===== config.mk =====
export PLATFORM = sky130hd
export DESIGN_NAME = dff_pipe
export DESIGN_NICKNAME = d
export VERILOG_FILES = /design/src/rtl/dff_pkg.sv /design/src/rtl/dff_stage.sv /design/src/rtl/dff_pipe.sv
export SDC_FILE = /design/constraint.sdc
export NUM_CORES = 1
export LEC_CHECK = 0
export ABC_CLOCK_PERIOD_IN_PS = 2410
export BUFFER_PORTS_ARGS = -buffer_cell sky130_fd_sc_hd__buf_2
export CORE_MARGIN = 3
export CORE_UTILIZATION = 58
export CTS_BUF_LIST = sky130_fd_sc_hd__clkbuf_8
export CTS_CLUSTER_SIZE = 28
export DETAILED_ROUTE_END_ITERATION = 16
export PLACE_DENSITY = 0.81
export SKIP_CTS_REPAIR_TIMING = 1
export SLEW_MARGIN = 0
export SYNTH_ARGS = -nofsm -noshare
export SYNTH_HDL_FRONTEND = slang
export SYNTH_SLANG_ARGS = --single-unit

===== constraint.sdc =====
create_clock -name clk -period 2.41 [get_ports clk]
set_clock_uncertainty 0.05 [all_clocks]
set_input_delay 0.3615 -clock clk [delete_from_list [all_inputs] [get_ports clk]]
set_output_delay 0.3615 -clock clk [all_outputs]
set_load 0.01 [all_outputs]

===== src/rtl/dff_pkg.sv =====
// Shared constants and width helpers for the dff_pipe register pipeline.
package dff_pkg;

    localparam int BIT_WIDTH_DEF = 8;
    localparam int DEPTH_DEF     = 4;
    localparam int LANES_DEF     = 2;

    function automatic int lane_vec_w(input int lanes, input int bit_width);
        return lanes * bit_width;
    endfunction

    // Counter must represent 0..DEPTH inclusive.
    function automatic int occ_w(input int depth);
        return $clog2(depth + 1);
    endfunction

endpackage


===== src/rtl/dff_stage.sv =====
// One pipeline stage: valid bit plus data word, async reset, sync clear, enable.
module dff_stage
    import dff_pkg::*;
#(
    parameter int W = lane_vec_w(LANES_DEF, BIT_WIDTH_DEF)
) (
    input  logic         clk,
    input  logic         rst_in,
    input  logic         clr,
    input  logic         en,
    input  logic         v_in,
    input  logic [W-1:0] d_in,
    output logic         v_out,
    output logic [W-1:0] q_output
);

    always_ff @(posedge clk or posedge rst_in) begin
        if (rst_in) begin
            v_out    <= 1'b0;
            q_output <= '0;
        end else if (clr) begin
            v_out    <= 1'b0;
            q_output <= '0;
        end else if (en) begin
            v_out    <= v_in;
            // Bubbles always carry zero data.
            q_output <= v_in ? d_in : '0;
        end
    end

endmodule


===== src/rtl/dff_pipe.sv =====
// DEPTH-stage, LANES-wide lock-step delay line with valid tagging, stall,
// backpressure, synchronous flush and occupancy count.
module dff_pipe
    import dff_pkg::*;
#(
    parameter int BIT_WIDTH = BIT_WIDTH_DEF,
    parameter int DEPTH     = DEPTH_DEF,
    parameter int LANES     = LANES_DEF
) (
    input  logic                                     clk,
    input  logic                                     rst_in,
    input  logic                                     en,
    input  logic                                     flush,
    input  logic                                     valid_in,
    input  logic [lane_vec_w(LANES, BIT_WIDTH)-1:0]  d_in,
    input  logic                                     ready_in,
    output logic                                     ready_out,
    output logic                                     valid_out,
    output logic [lane_vec_w(LANES, BIT_WIDTH)-1:0]  q_output,
    output logic [occ_w(DEPTH)-1:0]                  occupancy
);

    localparam int VEC_W = lane_vec_w(LANES, BIT_WIDTH);
    localparam int OCC_W = occ_w(DEPTH);

    logic             advance;
    logic [DEPTH:0]   v_chain;
    logic [VEC_W-1:0] d_chain [DEPTH+1];

    // The whole pipe moves together; a held output freezes bubbles too.
    assign advance   = en & (~valid_out | ready_in);
    assign ready_out = advance & ~flush & ~rst_in;

    assign v_chain[0] = valid_in;
    assign d_chain[0] = d_in;

    for (genvar k = 0; k < DEPTH; k++) begin : g_stage
        dff_stage #(
            .W(VEC_W)
        ) u_stage (
            .clk      (clk),
            .rst_in   (rst_in),
            .clr      (flush),
            .en       (advance),
            .v_in     (v_chain[k]),
            .d_in     (d_chain[k]),
            .v_out    (v_chain[k+1]),
            .q_output (d_chain[k+1])
        );
    end

    assign valid_out = v_chain[DEPTH];
    assign q_output  = d_chain[DEPTH];

    logic occ_inc;
    logic occ_dec;

    assign occ_inc = advance & valid_in;
    assign occ_dec = advance & valid_out;

    always_ff @(posedge clk or posedge rst_in) begin
        if (rst_in) begin
            occupancy <= '0;
        end else if (flush) begin
            occupancy <= '0;
        end else begin
            case ({occ_inc, occ_dec})
                2'b10:   occupancy <= occupancy + OCC_W'(1);
                2'b01:   occupancy <= occupancy - OCC_W'(1);
                default: occupancy <= occupancy;
            endcase
        end
    end

endmodule


==> results of run 1 <==
state kept, by name, summed over array words and instances, names as in the netlist:
register / cells
g_stage.u_stage.q_output: 64
occupancy: 3
g_stage.u_stage.v_out: 4
area by class of cell:
type,instances,area share [%]
clock inverters,5,0.613
repair buffers,45,8.01
flip-flops and latches,71,58.1
inverters,2,0.245
multi-input cells,93,26.0
clock buffers,11,4.95
well taps,52,2.13
metal layers:
layer  global-route usage [%]  vias up
li1                         -      783
met3                     5.94        7
met2                     24.1       43
met4                     9.90        0
met1                     24.7      756
met5                        0        -
through the flow:
step                power [mW]  instance area (sq um)  utilization [%]
floorplan                 1.31                   2810                -
global placement          1.34                   2890             64.2
detailed placement        1.34                   2890             64.2
CTS                       2.13                   3060             67.9
global route              2.18                   3060             67.9
finish                    2.11                   3060             67.9
power breakdown:
part           leakage [nW]  switching [mW]  internal (mW)
Sequential            0.985          0.0106           1.21
Combinational         0.555          0.0642         0.0371
Clock                 0.106           0.375          0.411
Total                  1.65           0.450           1.66
cells in the mapped netlist (3+ instances only):
master    count
a22o_1       64
nand2b_1      3
dfrtp_1      71
buf_4        19
buf_6         5
a21o_1        4
buf_2         8
and4b_1       4
nor2_1        3
cells by family after synthesis:
family	Yosys count
flip-flops	71
buffers and inverters	34
multiplexers	3
adder cells (fa/ha/maj)	1
AND/OR/NAND/NOR	18
AO/OA/AOI/OAI	71
how the worst min path moves through the flow:
stage	to	depth (start not counted)
global placement	occupancy[2]	2
global route	occupancy[2]	2
CTS	occupancy[2]	2
finish	occupancy[2]	2
floorplan	g_stage[0].u_stage.v_out	1
detailed placement	occupancy[2]	2
==> summary.md, run 1 <==
| Metric | Value |
|---|---|
| Status | `finished, violations left` |
| Failing checks | `negative hold slack` |
| Setup crit start kind | `flop` |
| Gpl congestion | `0.683` |
| HP Class | `primary input to asynchronous set/reset pin` |
| Crit. End Element | `flop` |
| Mux share of post-synthesis cell area | `1.16%` |
| Global Route Usage Sum | `17.6%` |
| CTS tree | `built` |
| Cell Area, Synth | `0.00281 sq mm` |
| Top FF cell, synth | `dfrtp_1` |
| Initial DRC Count | `70` |
| Netlist cell types | `21` |
| Clock Path Buffers | `2` |
| Post-route DRC | `0` |
| Hold slack | `-0.0122 ns` |
| Number of global-route vias before repair | `1448` |
| Avg Cell Area, Syn | `14.2 sq um` |
| Worst-margin pin slew | `0.607 ns` |
| DRT antenna net count | `0` |
| Fmax | `531 MHz` |
| Fin crit share | `78.1%` |
| Largest family of logic cells by synthesized area | `compound AO/OA/AOI/OAI gates` |
| Yosys top cell area share | `63.2%` |
| Layout cells sized above 1 | `26.9%` |
| Crit-path max FO | `7` |
| Critical Path Stages | `6` |
| Crit-path slowest cell | `dfrtp_1` |
| Drt wl/cell | `16.0 microns` |
| Most common cell after layout, fill and taps aside | `dfrtp_1` |
| Clock sink total | `71` |
| Final Max Slew Viols | `0` |
| Row Count | `24` |
| Post-DP HPWL | `3.03 mm` |
| FFs w/ async S/R, synth | `100%` |
| Min cycle time layout | `1.88 ns` |
| Reg2reg path depth | `6` |
| CP Data Required Time | `2.58 ns` |
| CP delay by family, top | `flip-flops` |
| Synth Area in XOR/XNOR | `0%` |
| WS Path Type | `flop to flop` |
| Vias per inst | `5.70` |
| Post-Route Setup TNS | `0 ns` |
| Max VDD drop | `0.484 mV` |
| Pwr dens | `688 mW/mm^2` |
| Post-Syn Instances | `198` |
| Met3 WL | `223 microns` |
| Diodes inserted | `0` |
| First-pass GRT wire length | `7.11 mm` |
| IO Count | `43` |
| Port bufs | `42` |
| Multi-input logic area | `796 sq um` |
| Simple-Gate Fraction of Synth Area | `4.49%` |
| Cell Count, Final, Fillers Out | `279` |
| Flop-to-flop setup slack | `0.53 ns` |
| Reg2reg end | `occupancy[2]` |
| Max-Cap Viols | `0` |
| Setup violators final | `0` |
| Cell Chain, Critical Path | `nand3b_1, nor2_1, fa_1, nand4bb_1, a21oi_1, mux2_2` |
| RSZ-0062 raised after global routing | `false` |
| Largest net degree at the start of global routing | `52` |
| Clock root buffer | `clkbuf_8` |
| Synth Area in Compound Gates | `21.7%` |
| Final Hold Fails | `18` |
| Adder-Cell Fraction of Synth Area | `0.712%` |
| Reg2Reg Launch Point | `g_stage[3].u_stage.v_out` |
| Synthesis-to-finish area growth | `8.86%` |
| Leak | `1.65 nW` |
| CP bufs+invs | `0` |
| WP data arrival | `2.06 ns` |
| Die width | `75.6 microns` |
| CP peak stage delay | `0.44 ns` |
| Die area | `0.00572 sq mm` |
| Final net count | `245` |
| Top cells by area, synth | `dfrtp_1 (63%), a22o_1 (20%), buf_4 (5.1%)` |
| Fill cells | `322` |
| Die height | `75.6 microns` |
| CTS buffer count | `9` |
| Post-synthesis net count | `221` |
| Final WS setup | `0.528 ns` |
| Register area | `0.00178 sq mm` |
| Critical path origin | `g_stage[3].u_stage.v_out` |
| Number of synthesized register bits | `71` |
| Met1 Routed Length | `2.17 mm` |
| Synthesis Warnings | `0` |
| EDFF count, synth | `0` |
| Crit path to | `occupancy[2]` |
| DR WL met2 | `2.01 mm` |
| Seq/Total Area, Yosys | `63.2%` |
| Core area | `0.00450 sq mm` |
| DRT Pass-1 Iters | `4` |
| Slew HR | `59.5%` |
| Placed insts | `263` |
| Synth area leader | `dfrtp_1` |
| Initial antenna violation count | `0` |
| Via Count | `1589` |
| WL final | `4.47 mm` |
| Place WS | `0.475 ns` |
| CTS HTree Levels | `3` |
| Initial Utilization | `62.4%` |
| Max Used Layer | `met4` |
| Reg clk slew, reported paths | `0.06 ns` |
| Clk_lat worst skew | `0.33 ns` |
| Total global routing overflow | `0` |
| Most frequent cells in the layout | `dfrtp_1 (71), a22o_1 (64), buf_2 (42)` |
Note: power is estimated with default switching activity, not from simulation.
==> run 2, diff against run 1 <==
ABC_CLOCK_PERIOD_IN_PS = 1890   (was 2410)
clock period = 1.89 ns   (was 2.41 ns; I/O delays follow)
==> run 2 against run 1 <==
  * The flow now finishes without violations
  * Utilization is 1.9 points higher
  * Combinational power is 34% higher
  * Via count is 3.8% higher
  * Final cell count is 2.2% higher
  * Worst hold slack better by 0.014 ns
  * Critical path type unchanged
  * Largest power group unchanged
  * Highest routed layer unchanged
==> summary.md, run 2 (same netlist as run 1, synthesis figures left out) <==
| Metric | Value |
|---|---|
| Initial antenna violation count | `0 (unchanged)` |
| Pwr dens | `923 mW/mm^2 (+34%)` |
| Worst-margin pin slew | `0.353 ns (-0.254 ns)` |
| CP peak stage delay | `0.38 ns (-0.06 ns)` |
| Fmax | `562 MHz (+5.8%)` |
| Largest net degree at the start of global routing | `72 (+38%)` |
| Most frequent cells in the layout | `dfrtp_1 (71), a22o_1 (64), buf_2 (42)` |
| DRT antenna net count | `0 (unchanged)` |
| Fin crit share | `94.2% (+16 points)` |
| WL final | `4.57 mm (+2.3%)` |
| Max reg flops | `64 (unchanged)` |
| Final Max Slew Viols | `0 (unchanged)` |
| Flop-to-flop setup slack | `0.11 ns (-0.42 ns)` |
| Clk_lat worst skew | `0.33 ns (about the same)` |
| Synthesis-to-finish area growth | `12.0%` |
| Drt wl/cell | `16.0 microns (+0.13%)` |
| Max-Cap Viols | `0 (unchanged)` |
| Post-Route Setup TNS | `0 ns (unchanged)` |
| Global Route Usage Sum | `17.9% (+0.34 points)` |
| Reg2reg path depth | `6 (unchanged)` |
| Setup violators final | `0 (unchanged)` |
| Post-route cell area | `0.00315 sq mm (+2.9%)` |
| Reg clk slew, reported paths | `0.07 ns (about the same)` |
| Post-DP HPWL | `3.03 mm (+0.26%)` |
| Die height | `75.6 microns (unchanged)` |
| CP Data Required Time | `2.06 ns (-0.52 ns)` |
| Total global routing overflow | `0 (unchanged)` |
| Leak | `1.68 nW (+2.2%)` |
| Setup crit start kind | `flop` |
| Die width | `75.6 microns (unchanged)` |
| CTS buffer count | `9 (unchanged)` |
| Status | `finished, final reports clean` |
| IO Count | `43 (unchanged)` |
| Max VDD drop | `0.535 mV (+11%)` |
| Row Count | `24 (unchanged)` |
| Clock sink total | `71 (unchanged)` |
| Initial DRC Count | `116 (+66%)` |
| WP data arrival | `1.95 ns (-0.11 ns)` |
| WS Path Type | `flop to flop` |
| Gpl congestion | `0.731 (+7.0%)` |
| Vias per inst | `5.79 (+1.7%)` |
| Overall power | `2.91 mW (+38%)` |
| Final Hold Fails | `0 (-18)` |
| Reg2reg end | `occupancy[2]` |
| Initial Utilization | `62.4% (unchanged)` |
| Area after DPL | `0.00294 sq mm (+1.7%)` |
| Die area | `0.00572 sq mm (unchanged)` |
| Reg with most FFs | `g_stage.u_stage.q_output` |
| First-pass GRT wire length | `7.51 mm (+5.5%)` |
| Biggest regs | `g_stage.u_stage.q_output x64, g_stage.u_stage.v_out x4, occupancy x3` |
| DRT Pass-1 Iters | `4 (unchanged)` |
| Clock Path Buffers | `2 (unchanged)` |
| Most common cell after layout, fill and taps aside | `dfrtp_1` |
| Cell Chain, Critical Path | `nand3b_1, nor2_1, fa_1, nand4bb_1, a21oi_1, mux2_2` |
| Reg2Reg Launch Point | `g_stage[3].u_stage.v_out` |
| Post-route DRC | `0 (unchanged)` |
| Number of global-route vias before repair | `1495 (+3.2%)` |
| CP delay by family, top | `flip-flops` |
| Via Count | `1650 (+3.8%)` |
| Final net count | `251 (+2.4%)` |
| Diodes inserted | `0 (unchanged)` |
| HP Class | `primary input to asynchronous set/reset pin` |
| Crit-path slowest cell | `dfrtp_1` |
| RSZ-0062 raised after global routing | `false` |
| Core area | `0.00450 sq mm (unchanged)` |
| Port bufs | `42 (unchanged)` |
| CTS tree | `built` |
| Min cycle time layout | `1.78 ns (-0.103 ns)` |
| Slew HR | `76.4% (+17 points)` |
| Clock root buffer | `clkbuf_8` |
| CP bufs+invs | `0 (unchanged)` |
| Fill cells | `311 (-3.4%)` |
| CTS HTree Levels | `3 (unchanged)` |
| Crit-path max FO | `2 (-5)` |
| Crit. End Element | `flop` |
| Layout cells sized above 1 | `30.5% (+3.6 points)` |
[run 2: how the worst max path moves through the flow]
| stage | from | depth (start not counted) | endpoint | slack (ns) |
|---|---|---|---|---|
| 2_1_floorplan | g_stage[3].u_stage.v_out | 6 | occupancy[2] | 0.08 |
| 3_3_place_gp | valid_in | 7 | occupancy[2] | 0.09 |
| 3_5_place_dp | valid_in | 7 | occupancy[2] | 0.05 |
| 4_1_cts | g_stage[3].u_stage.v_out | 6 | occupancy[2] | 0.11 |
| 5_1_grt | g_stage[3].u_stage.v_out | 6 | occupancy[2] | 0.04 |
| 6_report | g_stage[3].u_stage.v_out | 6 | occupancy[2] | 0.11 |
[run 2: power by group]
part | total (mW) | switching [mW] | internal (mW) | leakage (nW)
sequential | 1.55 | 0.0134 | 1.54 | 0.985
clock | 1.22 | 0.510 | 0.709 | 0.114
combinational | 0.135 | 0.0837 | 0.0513 | 0.583
total | 2.91 | 0.607 | 2.30 | 1.68
[run 2: final cells by class]
class                   instances  area (sq um)  area share (%)
well taps                      52          65.1            2.07
flip-flops and latches         71          1780            56.4
repair buffers                 51           290            9.22
clock buffers                  12           165            5.25
inverters                       2          11.3           0.358
multi-input cells              93           796            25.3
clock inverters                 4          43.8            1.39
[run 2: per-stage QoR]
step,hold WS [ns],setup slack [ns],instances,util (%)
2_1_floorplan,0.366,0.0815,198,-
3_3_place_gp,0.371,0.0942,269,65.3
3_5_place_dp,0.371,0.0535,269,65.3
4_1_cts,0.0177,0.108,285,69.9
5_1_grt,0.0209,0.0414,285,69.9
6_report,0.00181,0.110,285,69.9
[run 2: routing by layer]
metal	vias up	routed length, microns	GRT usage (%)
met1	815	2350	27.7
met5	-	0	0
li1	789	-	-
met3	2	217	6.73
met4	0	15	5.24
met2	44	1990	23.8
[run 2: worst register-to-register path: stages (launching register included)]
cell and delay, ns:
dfrtp_1 0.38, nand3b_1 0.10, nor2_1 0.06, fa_1 0.37
nand4bb_1 0.19, a21oi_1 0.16, mux2_2 0.36
